===== config.mk =====
export PLATFORM = sky130hd
export DESIGN_NAME = store_buffer
export DESIGN_NICKNAME = d
export VERILOG_FILES = /design/src/rtl/store_buffer.sv
export SDC_FILE = /design/constraint.sdc
export NUM_CORES = 1
export LEC_CHECK = 0
export CAP_MARGIN = 20
export CORE_MARGIN = 2
export CORE_UTILIZATION = 50
export CTS_BUF_LIST = sky130_fd_sc_hd__clkbuf_4
export CTS_CLUSTER_DIAMETER = 100
export DETAILED_ROUTE_END_ITERATION = 8
export HOLD_SLACK_MARGIN = 0.03
export PLACE_DENSITY = 0.79
export SYNTH_ARGS = -nofsm -noshare
export SYNTH_HDL_FRONTEND = slang
export SYNTH_SLANG_ARGS = --single-unit

===== constraint.sdc =====
create_clock -name clk -period 2.98 [get_ports clk]
set_input_delay 0.298 -clock clk [delete_from_list [all_inputs] [get_ports clk]]
set_output_delay 0.298 -clock clk [all_outputs]
set_load 0.005 [all_outputs]

===== src/rtl/store_buffer.sv =====
// ---------------------------------------------------------------------------
// store_buffer
//
// Purpose:
//   Sits between the memory stage of the core and a slower backing data
//   memory. Stores are queued in a small circular FIFO and drained in order
//   over a req/ack handshake. Loads read the backing memory combinationally.
//
// Optional feature (macro STORE_BUF_FWD_EN):
//   defined   - a load returns the data of the youngest pending store to the
//               same word; loads never stall.
//   undefined - a load always returns bus_rdata; instead, the core is stalled
//               while it loads a word that still has pending stores.
//
// Ports:
//   clk         rising-edge clock
//   reset       asynchronous active-high reset; clears all state
//   mem_write   store request from the memory stage
//   mem_read    load request from the memory stage
//   mem_addr    byte address (word aligned, bits [1:0] ignored)
//   write_data  store data
//   read_data   load data (combinational)
//   stall       core must hold its memory stage this cycle
//   empty       no pending stores
//   count       number of pending entries
//   overflow    sticky: a store was dropped because the buffer was full
//   bus_req     drain request to backing memory
//   bus_addr    drain address (head entry)
//   bus_wdata   drain data (head entry)
//   bus_ack     backing memory accepted the head entry this cycle
//   bus_raddr   combinational read address (= mem_addr)
//   bus_rdata   combinational read data from backing memory
// ---------------------------------------------------------------------------
module store_buffer #(
    parameter int WIDTH    = 32,
    parameter int DEPTH    = 4,
    parameter int PTR_BITS = 2
) (
    input  logic                clk,
    input  logic                reset,
    input  logic                mem_write,
    input  logic                mem_read,
    input  logic [WIDTH-1:0]    mem_addr,
    input  logic [WIDTH-1:0]    write_data,
    output logic [WIDTH-1:0]    read_data,
    output logic                stall,
    output logic                empty,
    output logic [PTR_BITS:0]   count,
    output logic                overflow,
    output logic                bus_req,
    output logic [WIDTH-1:0]    bus_addr,
    output logic [WIDTH-1:0]    bus_wdata,
    input  logic                bus_ack,
    output logic [WIDTH-1:0]    bus_raddr,
    input  logic [WIDTH-1:0]    bus_rdata
);

    localparam int AW = WIDTH - 2;
    localparam int CW = PTR_BITS + 1;
    localparam logic [CW-1:0] FULL_CNT = CW'(DEPTH);

    typedef enum logic {S_IDLE = 1'b0, S_REQ = 1'b1} state_t;

    state_t                 r_state;
    state_t                 w_state_next;
    logic [PTR_BITS-1:0]    r_head;
    logic [PTR_BITS-1:0]    r_tail;
    logic [CW-1:0]          r_count;
    logic [CW-1:0]          w_count_next;
    logic                   r_overflow;

    // Entry storage: word address (byte offset dropped) and data.
    logic [AW-1:0]          r_addr_mem [DEPTH];
    logic [WIDTH-1:0]       r_data_mem [DEPTH];

    logic                   w_pop;
    logic                   w_push;
    logic                   w_hit;
    logic [DEPTH-1:0]       w_match;    // indexed by age: 0 = oldest (head)

    assign w_pop  = bus_req & bus_ack;
    // A store to a full buffer still fits when the head retires this cycle.
    assign w_push = mem_write & ((r_count < FULL_CNT) | w_pop);

    // -----------------------------------------------------------------------
    // Per-slot address compare. Validity is derived from the slot's age
    // relative to head, so no per-entry valid bits need clearing on reset.
    // -----------------------------------------------------------------------
`ifdef STORE_BUF_FWD_EN
    logic [WIDTH-1:0]       w_slot_data [DEPTH];
    logic [WIDTH-1:0]       w_fwd_data;
`endif

    genvar gi;
    generate
        for (gi = 0; gi < DEPTH; gi++) begin : g_slot
            logic [PTR_BITS-1:0] w_idx;
            assign w_idx        = r_head + PTR_BITS'(gi);
            assign w_match[gi]  = (r_count > CW'(gi)) &&
                                  (r_addr_mem[w_idx] == mem_addr[WIDTH-1:2]);
`ifdef STORE_BUF_FWD_EN
            assign w_slot_data[gi] = r_data_mem[w_idx];
`endif
        end
    endgenerate

    assign w_hit = |w_match;

`ifdef STORE_BUF_FWD_EN
    // Later (younger) matches override earlier ones.
    always_comb begin
        w_fwd_data = '0;
        for (int k = 0; k < DEPTH; k++) begin
            if (w_match[k]) begin
                w_fwd_data = w_slot_data[k];
            end
        end
    end

    assign read_data = w_hit ? w_fwd_data : bus_rdata;
    assign stall     = (r_count == FULL_CNT) & ~w_pop;
`else
    assign read_data = bus_rdata;
    // A load to a word with pending stores waits until they have drained.
    assign stall     = ((r_count == FULL_CNT) & ~w_pop) | (mem_read & w_hit);
`endif

    // -----------------------------------------------------------------------
    // Storage write (no reset needed: contents are qualified by count).
    // -----------------------------------------------------------------------
    always_ff @(posedge clk) begin
        if (w_push) begin
            r_addr_mem[r_tail] <= mem_addr[WIDTH-1:2];
            r_data_mem[r_tail] <= write_data;
        end
    end

    always_comb begin
        w_count_next = r_count;
        case ({w_push, w_pop})
            2'b10:   w_count_next = r_count + CW'(1);
            2'b01:   w_count_next = r_count - CW'(1);
            default: w_count_next = r_count;
        endcase
    end

    always_ff @(posedge clk or posedge reset) begin
        if (reset) begin
            r_head     <= '0;
            r_tail     <= '0;
            r_count    <= '0;
            r_overflow <= 1'b0;
        end else begin
            if (w_push) begin
                r_tail <= r_tail + PTR_BITS'(1);
            end
            if (w_pop) begin
                r_head <= r_head + PTR_BITS'(1);
            end
            r_count <= w_count_next;
            if (mem_write && !w_push) begin
                r_overflow <= 1'b1;
            end
        end
    end

    // -----------------------------------------------------------------------
    // Drain FSM. Decisions use the post-edge count so a store into an empty
    // buffer is requested in the very next cycle and back-to-back drains
    // need no idle cycle.
    // -----------------------------------------------------------------------
    always_ff @(posedge clk or posedge reset) begin
        if (reset) begin
            r_state <= S_IDLE;
        end else begin
            r_state <= w_state_next;
        end
    end

    always_comb begin
        w_state_next = r_state;
        case (r_state)
            S_IDLE: if (w_count_next != '0) w_state_next = S_REQ;
            S_REQ:  if (w_pop && (w_count_next == '0)) w_state_next = S_IDLE;
            default: w_state_next = S_IDLE;
        endcase
    end

    always_comb begin
        bus_req = 1'b0;
        case (r_state)
            S_REQ:   bus_req = 1'b1;
            default: bus_req = 1'b0;
        endcase
    end

    assign bus_addr  = {r_addr_mem[r_head], 2'b00};
    assign bus_wdata = r_data_mem[r_head];
    assign bus_raddr = mem_addr;
    assign count     = r_count;
    assign empty     = (r_count == '0);
    assign overflow  = r_overflow;

endmodule

**Yosys cells after proc, flatten, opt, wreduce, memory -nomap -nowiden**

Memories as Yosys holds them, arrays and structs flattened.
Index checks and enable logic that the tools add are counted.

- Word-level logic and storage cells: 51
- Memories: 2
- Register bits after elaboration: 9
- Bits of input ports: 101
- RAM bits: 248

Memory list:

| name | depth | bits a word | read ports | clocked after memory_dff | wr ports | RTL line | source |
|---|---|---|---|---|---|---|---|
| r_data_mem | 4 | 32 | 1 | 0 | 1 | 74 | `logic [WIDTH-1:0] r_data_mem [DEPTH];` |
| r_addr_mem | 4 | 30 | 4 | 0 | 1 | 73 | `logic [AW-1:0] r_addr_mem [DEPTH];` |

- Bitwise operators: 8
- Multiplexer cells: 7
- Reduce and logical (&&, ||, !) cells: 11
- $lt $le $gt $ge: 5
- Add/subtract/negate cells: 6
- Equal/unequal tests: 7

Operators by type and width:

| kind | count |
|---|---|
| $eq A30 B30 Y1 | 4 |
| $gt A3 B1 Y1 const B | 2 |
| $gt A3 B2 Y1 const B | 2 |
| $logic_and A1 B1 Y1 | 6 |
| $logic_not A3 Y1 | 2 |
| $pmux W3 S2 | 1 |
| $mux W1 | 5 |
| $add A2 B1 Y2 const B | 2 |
| $add A2 B2 Y2 const B | 2 |
| $and A1 B1 Y1 | 4 |
| $reduce_or A4 Y1 | 1 |
| $add A3 B1 Y3 const B | 1 |
| $eq A3 B3 Y1 const B | 1 |
| $lt A3 B3 Y1 const B | 1 |
| $reduce_bool A3 Y1 | 1 |
| $sub A3 B1 Y3 const B | 1 |
| $eq A2 B1 Y1 const B | 1 |
| $eq A2 B2 Y1 const B | 1 |
| $not A1 Y1 | 2 |
| $or A1 B1 Y1 | 2 |
| $pmux W1 S2 | 1 |
| $logic_not A1 Y1 | 1 |

**Logic depth before layout (Yosys ltp)**

Gate-level depths: netlist of the first run.

- Depth in word-level cells: 10
- Gate-level depth with buffers: 12
- Depth with buffers taken out: 9

**Worst setup path before layout of the first run**

Ideal clock, no wire load.

- Kind: reg-to-reg
- Start: register r_state
- End: memory r_addr_mem[0][0] in the netlist's numbering, enable pin
- Data required time: 2,554 ps
- Path slack: 111 ps
- Cell stages (with the launch flop): 4
- Buffers on the path: 0
- Arrival time: 2,443 ps
- Clock period less this slack: 2,869 ps
- Path through: dfrtp_1 -> nand2_1 -> a21boi_1 -> and2_1

- Cells in the longest elaborated chain, start to end: 6

RTL lines:

| item | RTL line | source |
|---|---|---|
| from (decl) | 64 | `state_t r_state;` |
| from (signal assigned) | 176 | `r_state <= w_state_next;` |
| $mux W1 | 191 | `case (r_state)` |
| $and A1 B1 Y1 | 81 | `assign w_pop = bus_req & bus_ack;` |
| $or A1 B1 Y1 | 83 | `assign w_push = mem_write & ((r_count < FULL_CNT) \| w_pop);` |
| $and A1 B1 Y1 | 83 |  |
| via w_push | 77 | `logic w_push;` |
| $mux W1 | 132 | `if (w_push) begin` |
| $mux W1 (not written as such) | 133 | `r_addr_mem[r_tail] <= mem_addr[WIDTH-1:2];` |
| to (decl) | 73 |  |

The timed path passes the listed nets, and every way through them passes these cells.

**Worst setup path after layout of the first run**

- Start: register r_head[1]
- End: output port stall

- Cells in the longest elaborated chain, start to end: 7
- Elaborated cells between the ends (all ways): 15
- Those cells by class: add/sub (3); eq/ne (4); bitwise (2); reduce/logical (5); memory (1)

RTL lines:

| item | RTL line | source |
|---|---|---|
| from (decl) | 66 | `logic [PTR_BITS-1:0] r_head;` |
| from (signal assigned) | 158 | `r_head <= r_head + PTR_BITS'(1);` |
| $add A2 B1 Y2 or $add A2 B2 Y2 (tied branches) | 98 | `assign w_idx = r_head + PTR_BITS'(gi);` |
| $mem_v2 Z4 W30 * | n/a |  |
| $eq A30 B30 Y1 | 100 | `(r_addr_mem[w_idx] == mem_addr[WIDTH-1:2]);` |
| $logic_and A1 B1 Y1 | 99 | `assign w_match[gi] = (r_count > CW'(gi)) &&` |
| $reduce_or A4 Y1 * | 107 | `assign w_hit = \|w_match;` |
| $and A1 B1 Y1 * | 125 | `assign stall = ((r_count == FULL_CNT) & ~w_pop) \| (mem_read & w_hit);` |
| $or A1 B1 Y1 * | 125 |  |
| to (decl) | 46 | `output logic stall,` |

Mark *: on every way between the ends. The rest lies on a longest branch, timed or not.

==> impl_metrics.py, run 1 <==
metrics = {
    "status": {
        "run_status": "complete, but fails checks",
        "violations": "negative setup slack",
    },
    "clocking": {
        "cts_sinks": 257,
        "ctsHtreeMaxLevel": 3,
        "cts-root-buf": "clkbuf_4",
        "cts_made_buffers": 70,
        "cts_buffer_depth": 3,
        "clk_pin_slew_worst_paths_ns": 0.07,
        "tritoncts": "done",
        "clock_latency_ns": 0.72,
    },
    "detailed_routing": {
        "drt_wl_total_mm": 43.4,
        "routedWlPerCell_um": 24.2,
        "first_pass_iters": 5,
        "via_per_inst": 5.82,
        "vias": 10400,
        "route.detailed.drc": 0,
        "drtIter0Drc": 1066,
        "ant_nets": 0,
    },
    "min_path": {
        "min_path_type": "in -> reg",
    },
    "job": {
        "max-cap-violations": 0,
    },
    "synthesis": {
        "netlist_area_um2": 13800,
        "synthTopCellsByArea": "edfxtp_1, mux2i_1, mux4_2, buf_4, xnor2_1",
        "yosys.area.top_type": "edfxtp_1",
        "synth_top_area_share_pct": 54.1,
        "synth_seq_cells": 257,
        "yosysSeqAreaShare_pct": 55.7,
        "synth.avg_cell_area_um2": 13.9,
        "ys.flop_type": "edfxtp_1",
        "netlist_instances": 994,
        "synthArstFlopShare_pct": 3.50,
        "yosysUniqueCellTypes": 67,
        "synth-edff-count": 248,
        "yosysWarnings": 0,
    },
    "sta": {
        "fin_crit_ns": 3.75,
        "worst_slack_ns": -0.771,
        "fmax_mhz": 267,
        "finalSetupViolCount": 1,
        "worst_pin_slew_ns": 0.533,
        "finalCritPeriodShare_pct": 126,
        "final_max_slew_viol_count": 0,
        "max_slew_margin_pct": 63.4,
        "hold_viol_final": 0,
        "rsz0062_at_grt": "yes",
        "setup-tns-final_ns": -0.771,
        "skew_ns": 0.0680,
    },
    "placed_design": {
        "numPortBuffers": 165,
        "hpwl_mm": 30.4,
        "placed_area_um2": 17200,
        "gp_congestion": 1.04,
    },
    "die": {
        "fp.coreArea_um2": 27000,
        "die_w_um": 170,
        "die_h_um": 170,
        "die_area_um2": 28900,
        "num_rows": 60,
        "initial_core_util_pct": 51.0,
        "ioPinCount": 236,
    },
    "grt": {
        "grt_max_degree": 43,
        "grt.overflow.total": 0,
        "track_usage_pct": 29.8,
        "grt_first_pass_wirelength_mm": 63.2,
        "antenna_found_initial": 1,
        "grt_pass1_vias": 10700,
    },
    "finish": {
        "nNetsFinal": 1516,
        "final_area_um2": 19200,
        "layout_common_cells": "buf_4, edfxtp_1, clkdlybuf4s50_1",
        "area_delta_synth_final_pct": 39.2,
        "drive_gt1_share_pct": 39.5,
        "layout_commonest_cell": "buf_4",
    },
    "setup_path": {
        "critPathRequiredTime_ns": 2.68,
        "worstPathArrival_ns": 3.45,
        "r2r_slack_ns": 0.82,
        "crit_fanout": 11,
        "setup.worst_path.end_class": "output port",
        "criticalPathCategory": "reg -> out",
        "start_kind": "register",
    },
    "power_and_ir_drop": {
        "p_per_area_nw_per_um2": 1010,
        "p_leak_uw": 0.00741,
        "ir_worst_vdd_mv": 0.535,
    },
}
## critical path, cell delays in order (launching register included)
cell	delay (ns)
dfrtp_4	0.50
buf_12	0.16
buf_12	0.16
buf_4	0.17
mux2i_4	0.26
buf_4	0.14
o2bb2ai_1	0.12
a211oi_2	0.21
o2111ai_2	0.16
a211oi_2	0.28
and4_1	0.27
o21ai_1	0.08
nand4_1	0.11
buf_2	0.13
## area by class of cell
cell class,instances,area (um2)
well taps,341,427
flip-flops and latches,257,7680
diodes,2,5.00
clock inverters,23,118
multi-input cells,589,5720
clock buffers,94,706
repair buffers,467,4450
inverters,19,76.3
fillers,1888,7850
## cell families (layout without fill, tap and decap cells)
group                      count (synthesis)  after routing  share of synthesized area [%]
DFF                                      257            257                           55.7
other                                      1              4                         0.0272
AOI/OAI and AO/OA                        134            134                           6.53
xor gates and xnor gates                  90             90                           5.72
adders and majority gates                 11             11                          0.999
buffers and inverters                    149            603                           6.87
muxes                                    202            202                           18.9
and+or+nand+nor                          150            150                           5.29
## metal layers
layer	vias to the layer above	part of all wire, %	global-route usage (%)
met5	-	0	0
met4	0	4.6	13.8
met3	139	9.4	7.70
met2	604	47	48.1
met1	5074	39	37.9
li1	4613	-	-
## registers in the layout, summed over array words and instances (netlist names)
| signal | flops |
|---|---|
| r_addr_mem | 120 |
| count | 3 |
| r_tail | 2 |
| r_head | 2 |
| r_data_mem | 128 |
| r_state | 1 |
| overflow | 1 |
## per-stage QoR
stage               total power [uW]  std cells  utilization, %  setup WS [ns]  hold slack, ns
floorplan                      10000        995               -          0.111           0.126
global placement               14600       1629            63.5         -0.609           0.455
detailed placement             14700       1629            63.5         -0.596           0.458
CTS                            18800       1777            69.3         -0.731           0.158
global route                   20300       1792            71.0         -0.902           0.183
finish                         19400       1792            71.0         -0.771           0.221
## synth_stat cells, drive strengths merged, types with 2 or more instances
master and count:
o211ai 5, o22a 2, dfrtp 9, ha 11, xnor2 56, o2bb2ai 2
a2bb2oi 2, a21oi 25, nand2 58, or2 2, clkbuf 25, nor3 3
o221ai 5, a31oi 6, inv 19, nand4b 3, nand3 5, and2 4
mux2 17, nor2b 5, mux4 41, edfxtp 248, nand2b 2, mux2i 144
xor2 34, a22oi 4, a2111oi 7, o22ai 12, a211oi 9, nor2 33
a221o 2, o2111ai 6, buf 105, o21ai 35, and4 3, nor4 12
nand4 15
## worst paths after layout
check | depth (start not counted) | to | start
min in group asynchronous | 3 | r_head[0] | reset
max reg2reg | 7 | r_state | r_state
min reg2reg | 1 | overflow | overflow
max | 13 | stall | r_head[1]
min | 1 | r_data_mem[3][0] | write_data[0]
max in group asynchronous | 3 | r_tail[1] | reset
## power breakdown
| part | total (uW) | internal, uW | switching [uW] |
|---|---|---|---|
| Combinational | 11300 | 5940 | 5390 |
| Sequential | 5110 | 4760 | 348 |
| Clock | 2990 | 1480 | 1510 |
## repair_timing
action                     CTS  global route
setup buffers               25            12
gates cloned                 5             1
hold buffers                 1             0
setup endpoints to repair   56            21
hold endpoints to repair     9             0
resized for setup          183            73
pin swaps                   18            20
(Power assumes the default switching activity.)
==> inputs of run 2 (changes only) <==
CORE_UTILIZATION = 30   (was 50)
PLACE_DENSITY = default   (was 0.79)
clock period = 3.1 ns   (was 2.98 ns; I/O delays follow)
==> run 2 against run 1 <==
Net effect:
- the flow still finishes with violations (negative setup slack)
- setup slack improved by 0.019 ns
- combinational power fell by 5%
- sequential share of layout area fell by 0.44 points
- final area rose by 1.1%
- via count fell by 3.0%
- sequential power fell by 4.5%
- clock power rose by 5%
- critical path depth fell by 2
- hold slack got worse by 0.035 ns
- die area rose by 65%
- total power fell by 3.7%
- register-to-register slack improved by 0.09 ns
- largest power group unchanged
- highest routed layer is now met5
==> impl_metrics.py, run 2 (synthesis gave the netlist of run 1 again) <==
metrics = {
    "sta": {
        "rsz0062_at_grt": "yes",
        "skew_ns": 0.0398,
        "finalCritPeriodShare_pct": 124,
        "finalSetupViolCount": 8,
        "hold_viol_final": 0,
        "fmax_mhz": 260,
        "setup-tns-final_ns": -1.35,
        "fin_crit_ns": 3.85,
        "worst_slack_ns": -0.752,
        "whs_ns": 0.185,
        "worst_pin_slew_ns": 0.520,
        "final_max_slew_viol_count": 0,
        "max_slew_margin_pct": 64.3,
    },
    "grt": {
        "grt_max_degree": 34,
        "grt_first_pass_wirelength_mm": 65.4,
        "grt.overflow.total": 0,
        "grt_pass1_vias": 10500,
        "antenna_found_initial": 2,
        "track_usage_pct": 18.7,
    },
    "detailed_routing": {
        "routedWlPerCell_um": 21.5,
        "drtIter0Drc": 754,
        "drt_wl_total_mm": 44.6,
        "vias": 10100,
        "route.detailed.drc": 0,
        "first_pass_iters": 5,
        "via_per_inst": 4.87,
        "ant_nets": 0,
    },
    "setup_path": {
        "path_common_cell": "buf_4",
        "max_stage_delay_ns": 0.58,
        "r2r_start": "count[2]",
        "crit_chain": "buf_16 > buf_4 > mux4_2 > xor2_2 > nor4_2 > buf_4 > nand4b_1 > nor4bb_2 > o21ai_1 > nand4_1 > buf_2",
        "setup.worst_path.end_class": "output port",
        "start_kind": "register",
        "crit_fanout": 9,
        "worstPathArrival_ns": 3.54,
        "r2r_end": "r_state",
        "criticalPathCategory": "reg -> out",
        "crit_path_top_delay_cell": "dfrtp_4",
        "reg2regPathDepth": 8,
        "r2r_slack_ns": 0.91,
        "critPathRequiredTime_ns": 2.79,
        "cpLargestDelayFamily": "simple AND/OR/NAND/NOR gates",
        "cp_num_buf_inv": 4,
    },
    "finish": {
        "area_delta_synth_final_pct": 40.7,
        "finish.utilization_pct": 42.7,
        "nNetsFinal": 1534,
        "layout_commonest_cell": "buf_4",
        "drive_gt1_share_pct": 41.1,
        "layout_common_cells": "buf_4, edfxtp_1, clkdlybuf4s50_1",
        "largest_register": "r_data_mem",
        "largest_reg_flops": 128,
        "final_area_um2": 19400,
    },
    "power_and_ir_drop": {
        "p_leak_uw": 0.00741,
        "ir_worst_vdd_mv": 0.513,
        "p_comb_share_pct": 57.2,
        "power.switching_uw": 6900,
        "pwr-share-clk_pct": 16.7,
        "intPower_uw": 11800,
        "p_sw_share_pct": 36.9,
        "seq_power_share_pct": 26.1,
        "p_per_area_nw_per_um2": 965,
    },
    "placed_design": {
        "hpwl_mm": 33.3,
        "placed_area_um2": 17600,
        "numPortBuffers": 165,
        "gp_congestion": 0.982,
    },
    "clocking": {
        "cts-root-buf": "clkbuf_4",
        "cts_sinks": 257,
        "cts_buffer_depth": 3,
        "ctsHtreeMaxLevel": 3,
        "cts_made_buffers": 74,
        "clock_latency_ns": 0.75,
        "clk_pin_slew_worst_paths_ns": 0.06,
        "tritoncts": "done",
    },
    "die": {
        "ioPinCount": 236,
        "initial_core_util_pct": 30.4,
        "die_w_um": 218,
        "die_area_um2": 47700,
        "die_h_um": 218,
        "fp.coreArea_um2": 45400,
        "num_rows": 78,
    },
    "min_path": {
        "hp-start": "write_data[8]",
        "min_path_type": "in -> reg",
        "holdPathStages": 1,
        "holdPathEnd": "r_data_mem[1][8]",
    },
    "job": {
        "max-cap-violations": 0,
    },
    "status": {
        "violations": "negative setup slack",
        "run_status": "complete, but fails checks",
    },
}
[run 2: worst max path at each step]
stage                       end  depth (start not counted)       from
2_1_floorplan  r_addr_mem[0][0]                          3    r_state
3_3_place_gp              stall                         12  r_head[1]
3_5_place_dp              stall                         12  r_head[1]
4_1_cts                   stall                         12  r_head[1]
5_1_grt                   stall                         11  r_head[1]
6_report                  stall                         11  r_head[1]
[run 2: routing by layer]
layer / vias to the layer above / share of wire (%) / track usage, %
met5: - / 0.061 / 0
met4: 4 / 3.0 / 6.85
met3: 107 / 8.0 / 6.30
met2: 382 / 47 / 29.9
met1: 4972 / 42 / 23.5
li1: 4651 / - / -
[run 2: timing repair]
| item | CTS | global route |
|---|---|---|
| gates cloned | 5 | 0 |
| endpoints found under the setup margin | 55 | 30 |
| hold endpoints to repair | 9 | 0 |
| hold buffers | 1 | 0 |
| pin swaps | 16 | 6 |
| buffers inserted | 28 | 9 |
| resized for setup | 240 | 42 |
[run 2: layout make-up]
cell class                      count  area, um2
Antenna cell                        1       2.50
Clock buffer                       95        713
Clock inverter                     34        211
Fill cell                        4240      26000
Inverter                           19       73.8
Multi-Input combinational cell    589       5560
Sequential cell                   257       7680
Tap cell                          600        751
Timing Repair Buffer              481       4400
[run 2: power groups by stage]
| stage | sequential [uW] | combinational, uW | clock, uW |
|---|---|---|---|
| after floorplan | 4840 | 4810 | 0 |
| after global routing | 4940 | 11400 | 3420 |
| after detailed placement | 4900 | 9590 | 0 |
| after global placement | 4870 | 9590 | 0 |
| final | 4880 | 10700 | 3130 |
| after CTS | 4880 | 10600 | 3260 |
[run 2: metrics by stage]
| step | total power [uW] | setup WS (ns) | instances |
|---|---|---|---|
| final | 18700 | -0.752 | 2076 |
| after global routing | 19700 | -0.888 | 2076 |
| after global placement | 14500 | -0.377 | 1906 |
| after floorplan | 9650 | 0.231 | 995 |
| after detailed placement | 14500 | -0.372 | 1906 |
| after CTS | 18800 | -0.805 | 2069 |
==> inputs of run 3 (changes only) <==
HOLD_SLACK_MARGIN = default   (was 0.03)
==> results of run 3 <==
Final layout, timing and power as in run 2 (identical DEF).
